[src/rtl/discrete_filter_scheduler.sv]
// Shared high-pass datapath, time-multiplexed over NUM_CHANNELS audio lanes.
// Each tick publishes the previous pass's results and starts a new pass.
module discrete_filter_scheduler #(
  parameter int CLOCK_RATE    = 50000000,
  parameter int SAMPLE_RATE   = 48000,
  parameter int NUM_CHANNELS  = 4,
  parameter int ALPHA_DEFAULT = 65527
) (
  input  logic                        clk,
  input  logic                        reset_n,
  input  logic                        audio_clk_en,
  input  logic [16*NUM_CHANNELS-1:0]  in,
  input  logic                        cfg_we,
  input  logic [3:0]                  cfg_addr,
  input  logic [15:0]                 cfg_alpha,
  output logic [16*NUM_CHANNELS-1:0]  out,
  output logic                        busy,
  output logic                        overrun,
  output logic [1:0]                  state_dbg
);

  localparam int CH_W = (NUM_CHANNELS > 1) ? $clog2(NUM_CHANNELS) : 1;
  localparam logic [CH_W-1:0] LAST_CH = CH_W'(NUM_CHANNELS - 1);

  if (NUM_CHANNELS < 1 || NUM_CHANNELS > 16) begin : g_bad_channels
    $error("NUM_CHANNELS must be in 1..16");
  end
  if (CLOCK_RATE / SAMPLE_RATE <= 3 * NUM_CHANNELS + 1) begin : g_bad_rate
    $error("not enough system clocks per sample for a full pass");
  end

  typedef enum logic [1:0] {IDLE, LOAD, MUL, WRITE} state_t;

  state_t                 state;
  logic [CH_W-1:0]        ch;
  logic signed [15:0]     x_prev [NUM_CHANNELS];
  logic signed [15:0]     y_prev [NUM_CHANNELS];
  logic signed [15:0]     snap   [NUM_CHANNELS];
  logic signed [15:0]     result [NUM_CHANNELS];
  logic [15:0]            alpha  [NUM_CHANNELS];
  logic signed [17:0]     sum;
  logic [15:0]            a;
  logic signed [34:0]     prod;
  logic signed [18:0]     shifted;
  logic signed [15:0]     sat;

  assign state_dbg = state;

  // Q0.16 rescale with clamping so large steps pin at full scale instead of wrapping.
  always_comb begin
    shifted = prod[34:16];
    if (shifted > 19'sd32767)
      sat = 16'sh7fff;
    else if (shifted < -19'sd32768)
      sat = 16'sh8000;
    else
      sat = shifted[15:0];
  end

  always_ff @(posedge clk) begin
    if (!reset_n) begin
      state   <= IDLE;
      ch      <= '0;
      busy    <= 1'b0;
      overrun <= 1'b0;
      out     <= '0;
      sum     <= '0;
      a       <= '0;
      prod    <= '0;
      for (int k = 0; k < NUM_CHANNELS; k++) begin
        x_prev[k] <= '0;
        y_prev[k] <= '0;
        snap[k]   <= '0;
        result[k] <= '0;
        alpha[k]  <= 16'(ALPHA_DEFAULT);
      end
    end else begin
      if (cfg_we && int'(cfg_addr) < NUM_CHANNELS)
        alpha[cfg_addr[CH_W-1:0]] <= cfg_alpha;

      // A tick always wins: it publishes, re-snapshots and restarts the pass.
      if (audio_clk_en) begin
        if (state != IDLE)
          overrun <= 1'b1;
        for (int k = 0; k < NUM_CHANNELS; k++) begin
          out[16*k +: 16] <= result[k];
          snap[k]         <= in[16*k +: 16];
        end
        ch    <= '0;
        busy  <= 1'b1;
        state <= LOAD;
      end else begin
        case (state)
          IDLE: ;
          LOAD: begin
            sum   <= 18'(y_prev[ch]) + 18'(snap[ch]) - 18'(x_prev[ch]);
            a     <= alpha[ch];
            state <= MUL;
          end
          MUL: begin
            prod  <= 35'(sum) * 35'($signed({1'b0, a}));
            state <= WRITE;
          end
          WRITE: begin
            result[ch] <= sat;
            y_prev[ch] <= sat;
            x_prev[ch] <= snap[ch];
            if (ch == LAST_CH) begin
              busy  <= 1'b0;
              state <= IDLE;
            end else begin
              ch    <= ch + 1'b1;
              state <= LOAD;
            end
          end
          default: state <= IDLE;
        endcase
      end
    end
  end

endmodule

[config.mk]
export PLATFORM = sky130hd
export DESIGN_NAME = discrete_filter_scheduler
export DESIGN_NICKNAME = d
export VERILOG_FILES = /design/src/rtl/discrete_filter_scheduler.sv
export SDC_FILE = /design/constraint.sdc
export NUM_CORES = 1
export LEC_CHECK = 0
export CORE_ASPECT_RATIO = 2
export CORE_MARGIN = 2
export CORE_UTILIZATION = 60
export DETAILED_ROUTE_END_ITERATION = 12
export PLACE_DENSITY = 0.79
export SLEW_MARGIN = 20
export SYNTH_ARGS = -nofsm -noshare
export SYNTH_HDL_FRONTEND = slang
export SYNTH_SLANG_ARGS = --single-unit
[constraint.sdc]
create_clock -name clk -period 7.5 [get_ports clk]
set_clock_uncertainty 0.15 [all_clocks]
set_input_delay 0.75 -clock clk [delete_from_list [all_inputs] [get_ports clk]]
set_output_delay 0.75 -clock clk [all_outputs]
set_load 0.05 [all_outputs]
## After elaboration in Yosys (flattened, before gate mapping)

Memories as Yosys holds them, arrays and structs flattened. A register that Yosys moved wholly into a read port is not among the register bits.
Cells that the tools add are included.

- Logic and storage cells: 92
- Output and inout port bits: 68
- Memories: 5
- Memory bits (read-only): 0
- Bits of input ports: 88
- Bits in registers: 59
- RAM bits: 320
- Bits in latches: 0

Memory list:

| memory | depth | width | read ports | clocked after memory_dff | wr ports | line | RTL |
|---|---|---|---|---|---|---|---|
| alpha | 4 | 16 | 1 | 1 | 4 | 40 | `logic [15:0] alpha [NUM_CHANNELS];` |
| result | 4 | 16 | 4 | 4 | 4 | 39 | `logic signed [15:0] result [NUM_CHANNELS];` |
| snap | 4 | 16 | 1 | 1 | 4 | 38 | `logic signed [15:0] snap [NUM_CHANNELS];` |
| x_prev | 4 | 16 | 1 | 1 | 4 | 36 | `logic signed [15:0] x_prev [NUM_CHANNELS];` |
| y_prev | 4 | 16 | 1 | 1 | 4 | 37 | `logic signed [15:0] y_prev [NUM_CHANNELS];` |

- Magnitude comparators: 3
- Equal/unequal tests: 4
- Divide/modulo/power cells: 0
- Bitwise operators: 7
- Multiply operators: 1
- Reduce and logical (&&, ||, !) cells: 21
- Add/sub/neg operators: 3
- Muxes and demuxes: 41
- Shift-type cells: 0

Operator list:

| kind | count |
|---|---|
| 2-to-1 mux 16 bit | 10 |
| OR reduction 16 bit | 4 |
| multiplier 18 x 17 -> 35 bit | 1 |
| 2-to-1 mux 1 bit | 20 |
| 2-to-1 mux 2 bit | 10 |
| greater-than comparator 19 x 16 -> 1 bit, second input constant | 1 |
| less-than comparator 19 x 16 -> 1 bit, second input constant | 1 |
| subtractor 17 x 16 -> 18 bit | 1 |
| adder 16 x 16 -> 17 bit | 1 |
| AND reduction 2 bit | 5 |
| equality test 2 bit, second input constant | 3 |
| one-hot mux 2 bit (3 select lines) | 1 |
| nonzero test 2 bit | 3 |
| zero test 1 bit | 5 |
| less-than comparator 4 x 3 -> 1 bit, second input constant | 1 |
| bitwise OR 1 bit | 4 |
| nonzero test 4 bit | 1 |
| NOT 1 bit | 3 |
| nonzero test 3 bit | 1 |
| adder 2 x 1 -> 2 bit, second input constant | 1 |
| equality test 2 x 1 -> 1 bit, second input constant | 1 |
| OR reduction 2 bit | 1 |
| logical AND 1 bit | 1 |

## Longest topological paths before layout

- Depth in word-level cells: 7
- Depth in mapped cells: 24
- Depth with buffers taken out: 23

## Worst setup path before layout

Ideal clock, no wire load.

- Path type: register to register
- Start: reg a[2] (read register of alpha)
- End: reg prod[33]
- Clock period less this slack: 6032 ps
- Setup slack: 1468 ps
- Arrival: 5760 ps
- Stages on the path, launching flop included: 21
- Path buffers: 2
- Required time: 7228 ps
- Setup time: 122 ps
- Path through: dfxtp_1 -> clkbuf_1 -> clkbuf_1 -> nand2_1 -> fa_1 -> fa_1 -> inv_1 -> fa_1 -> inv_1 -> fa_1 -> fa_1 -> fa_1 -> inv_1 -> ha_1 -> a211oi_2 -> o211ai_2 -> or3_1 -> o21ai_2 -> o21ba_4 -> o21bai_1 -> o311a_1

- Word-level cells in the longest chain between the ends: 1

Ends and longest elaborated chain:

| element | line | RTL |
|---|---|---|
| start: declaration | 42 | `logic [15:0] a;` |
| multiplier 18 x 17 -> 35 bit | 101 | `prod <= 35'(sum) * 35'($signed({1'b0, a}));` |
| end signal: assignment | 101 |  |
| end: declaration | 43 | `logic signed [34:0] prod;` |

Every way passes these cells.
A chain may end at the register's enable or synchronous reset.

## Final worst setup path

- Start: reg a[9] (read register of alpha)
- End: reg prod[29]

Same word-level chain as after synthesis.

==> out/qor.csv <==
stage;metric;value;unit
cts;cts_hold_buffers;0;
logic_synthesis;synth_seq_cells;381;
placed_design;gp_congestion;0.936;
floorplan;placementRows;110;
drt;via_count;18600;
power_and_ir_drop;total_power;4.96;mW
layout;final_cell_mix;inv_1, fa_1, nand2_1;
placed_design;dpl-instance-area;29300;sq um
logic_synthesis;yosys.area.top_type;edfxtp_1;
logic_synthesis;synth_top_area_share;28.1;%
cts;cts_resized;0;
global_routing;overflow;0;
floorplan;core-area;45000;sq um
cts;cts_inserted_buffers;31;
logic_synthesis;synthCells;2513;
cts;clk_pin_slew_worst_paths;0.07;ns
logic_synthesis;synth_cell_types;66;
cts;cts_root_buf;clkbuf_16;
timing;setup-violations-final;0;
layout;drive_gt1_share;7.63;%
layout;finish.instance_area;30400;sq um
timing;hold_viol_final;0;
cts;cts_tree;done;
logic_synthesis;synth.yosys.seq_area_share;37.3;%
timing;fmax;150;MHz
drt;drt_wl_total;71500;um
timing;timing.final.crit_share;88.8;%
run;maxCapViolations;0;
layout;final_nets;3116;
timing;maxSlewViolCount;0;
floorplan;die_x;155;um
logic_synthesis;synth_nets;3020;
placed_design;numPortBuffers;155;
logic_synthesis;ys_warn_count;0;
global_routing;grt_pass1_wl;110000;um
logic_synthesis;synthTopCellsByArea;edfxtp_1, fa_1, dfxtp_1;
drt;antenna_left;0;
logic_synthesis;synthFlopType;edfxtp_1;
timing;holdWs;0.321;ns
layout;antennaDiodeCount;0;
cts;cts_setup_buffers;0;
setup_path;cp_max_fo;19;
placed_design;pre_cts_slack;0.944;ns
floorplan;pin_count;156;
hold_path;hp-class;reg2reg;
logic_synthesis;postSynthAreaPerCell;10.9;sq um
cts;cts_sinks;381;
global_routing;grt_max_degree;71;
global_routing;grt_pass1_vias;20100;
global_routing;antenna_found_initial;0;
drt;first_pass_iters;7;
logic_synthesis;ys_async_sr_fraction;0;%
timing;worst_slack;0.843;ns
timing;fin_setup_tns;0;ns
layout;nFillCells;3318;
floorplan;die_h;306;um
drt;first_iter_violations;1345;
floorplan;initial_core_util;60.7;%
setup_path;worstSetupStartpointType;flop;
placed_design;dpl.hpwl;55300;um
cts;htreeDepth;1;
global_routing;grt_use_total;30.9;%
setup_path;critPathRequiredTime;7.81;ns
drt;route.detailed.drc;0;
timing;slew_headroom;30.7;%
power_and_ir_drop;leakage;13.4;nW
cts;clockBufferDepth;3;
logic_synthesis;netlist_area;27300;sq um
run_status;status;finished clean;
setup_path;cp-end-kind;flop;
setup_path;arrival;6.97;ns
power_and_ir_drop;irDropWorstVdd;0.000221;V
setup_path;critPathKind;reg2reg;
timing;worstMarginPinSlew;1.04;ns
floorplan;dieArea;47400;sq um
layout;final_common_cell;inv_1;
timing;rsz0062_at_grt;no;
power_and_ir_drop;powerDensity;163;nW/um^2
cts;clk_latency;0.58;ns
drt;viasPerCell;5.81;
timing;fin_crit;6.66;ns
logic_synthesis;synth_edf_count;256;
drt;post_drt_wl_per_cell;22.4;um
layout;area_growth;11.2;%
final cells by class:
| class | instances | area (sq um) | area share, % |
|---|---|---|---|
| multi-input cells | 1543 | 14900 | 49.1 |
| repair buffers | 188 | 1790 | 5.91 |
| well taps | 560 | 701 | 2.31 |
| clock inverters | 18 | 163 | 0.536 |
| flip-flops and latches | 381 | 10200 | 33.6 |
| clock buffers | 39 | 856 | 2.82 |
| inverters | 464 | 1740 | 5.74 |
where the power goes:
group | total (mW) | switching (mW) | internal (mW)
Clock | 1.64 | 0.748 | 0.895
Combinational | 0.845 | 0.504 | 0.341
Sequential | 2.47 | 0.122 | 2.35
cell usage after synthesis (3+ instances only):
| cell | count |
|---|---|
| inv_1 | 463 |
| fa_1 | 307 |
| nand2_1 | 261 |
| edfxtp_1 | 256 |
| nor2_1 | 196 |
| dfxtp_1 | 125 |
| and2_1 | 121 |
| ha_1 | 112 |
| clkbuf_1 | 108 |
| and3_1 | 68 |
| mux2i_1 | 65 |
| mux4_2 | 64 |
| o21ai_0 | 41 |
| a21oi_1 | 39 |
| nand2b_1 | 39 |
| or2_2 | 31 |
| nand3_1 | 26 |
| xnor2_1 | 22 |
| a21boi_0 | 18 |
| a21o_1 | 14 |
| buf_1 | 12 |
| nor2b_1 | 11 |
| xor2_1 | 9 |
| o21ai_1 | 8 |
| a211oi_1 | 7 |
| nor3_1 | 7 |
| nand4_1 | 6 |
| o211ai_1 | 6 |
| buf_2 | 5 |
| nand4b_1 | 5 |
| o21a_1 | 5 |
| a41o_1 | 4 |
| o21bai_1 | 4 |
| or3_1 | 4 |
| a31oi_1 | 3 |
| nand3b_1 | 3 |
| o211a_1 | 3 |
| o31ai_2 | 3 |
metal layers:
metal / track usage, % / up-vias / part of all wire (%)
li1: - / 8215 / -
met5: 0 / - / 0
met4: 24.0 / 0 / 9.4
met2: 57.6 / 726 / 55
met3: 3.02 / 237 / 4.6
met1: 30.9 / 9377 / 31
registers in the layout, summed over array words and instances (netlist names), 16 cells and up, named ones only:
| signal | cells |
|---|---|
| a | 16 |
| alpha | 64 |
| out | 64 |
| prod | 19 |
| snap | 64 |
| sum | 18 |
| x_prev | 64 |
| y_prev | 64 |
critical path: stages, from the launching register on:
cell,delay [ns]
dfxtp_1,0.84
nand2_1,0.16
fa_1,0.54
inv_1,0.11
fa_1,0.54
inv_1,0.06
fa_1,0.52
inv_1,0.05
fa_1,0.45
fa_1,0.52
fa_1,0.44
ha_1,0.36
nand4_1,0.13
o41ai_1,0.44
a211oi_1,0.17
o21ai_1,0.26
o21ai_1,0.18
o31ai_2,0.32
mux2i_1,0.22
nand3_1,0.08
kinds of logic (layout without fill, tap and decap cells):
family / after synthesis / count (layout) / synth area share [%]
adder cells (fa/ha/maj): 419 / 419 / 27.6
XOR/XNOR: 31 / 31 / 0.994
AND/OR/NAND/NOR: 784 / 784 / 13.7
flip-flops: 381 / 381 / 37.3
buffers and inverters: 589 / 709 / 8.12
multiplexers: 129 / 129 / 7.66
AO/OA/AOI/OAI: 180 / 180 / 4.57
stage by stage:
step / utilization (%) / std cells
after global placement: 65.2 / 3136
after global routing: 67.5 / 3193
after CTS: 67.5 / 3193
after detailed placement: 65.2 / 3136
after floorplan: - / 2513
final: 67.5 / 3193
path summary, 6_finish.rpt:
kind | cells past startpoint | startpoint | to | slack (ns)
hold reg to reg | 2 | prod[20] | prod[20] | 0.32
setup reg to reg | 19 | a[9] | prod[29] | 0.84
hold / removal | 2 | prod[20] | prod[20] | 0.32
setup / recovery | 19 | a[9] | prod[29] | 0.84
No activity file was read; power rests on OpenSTA's default activity.
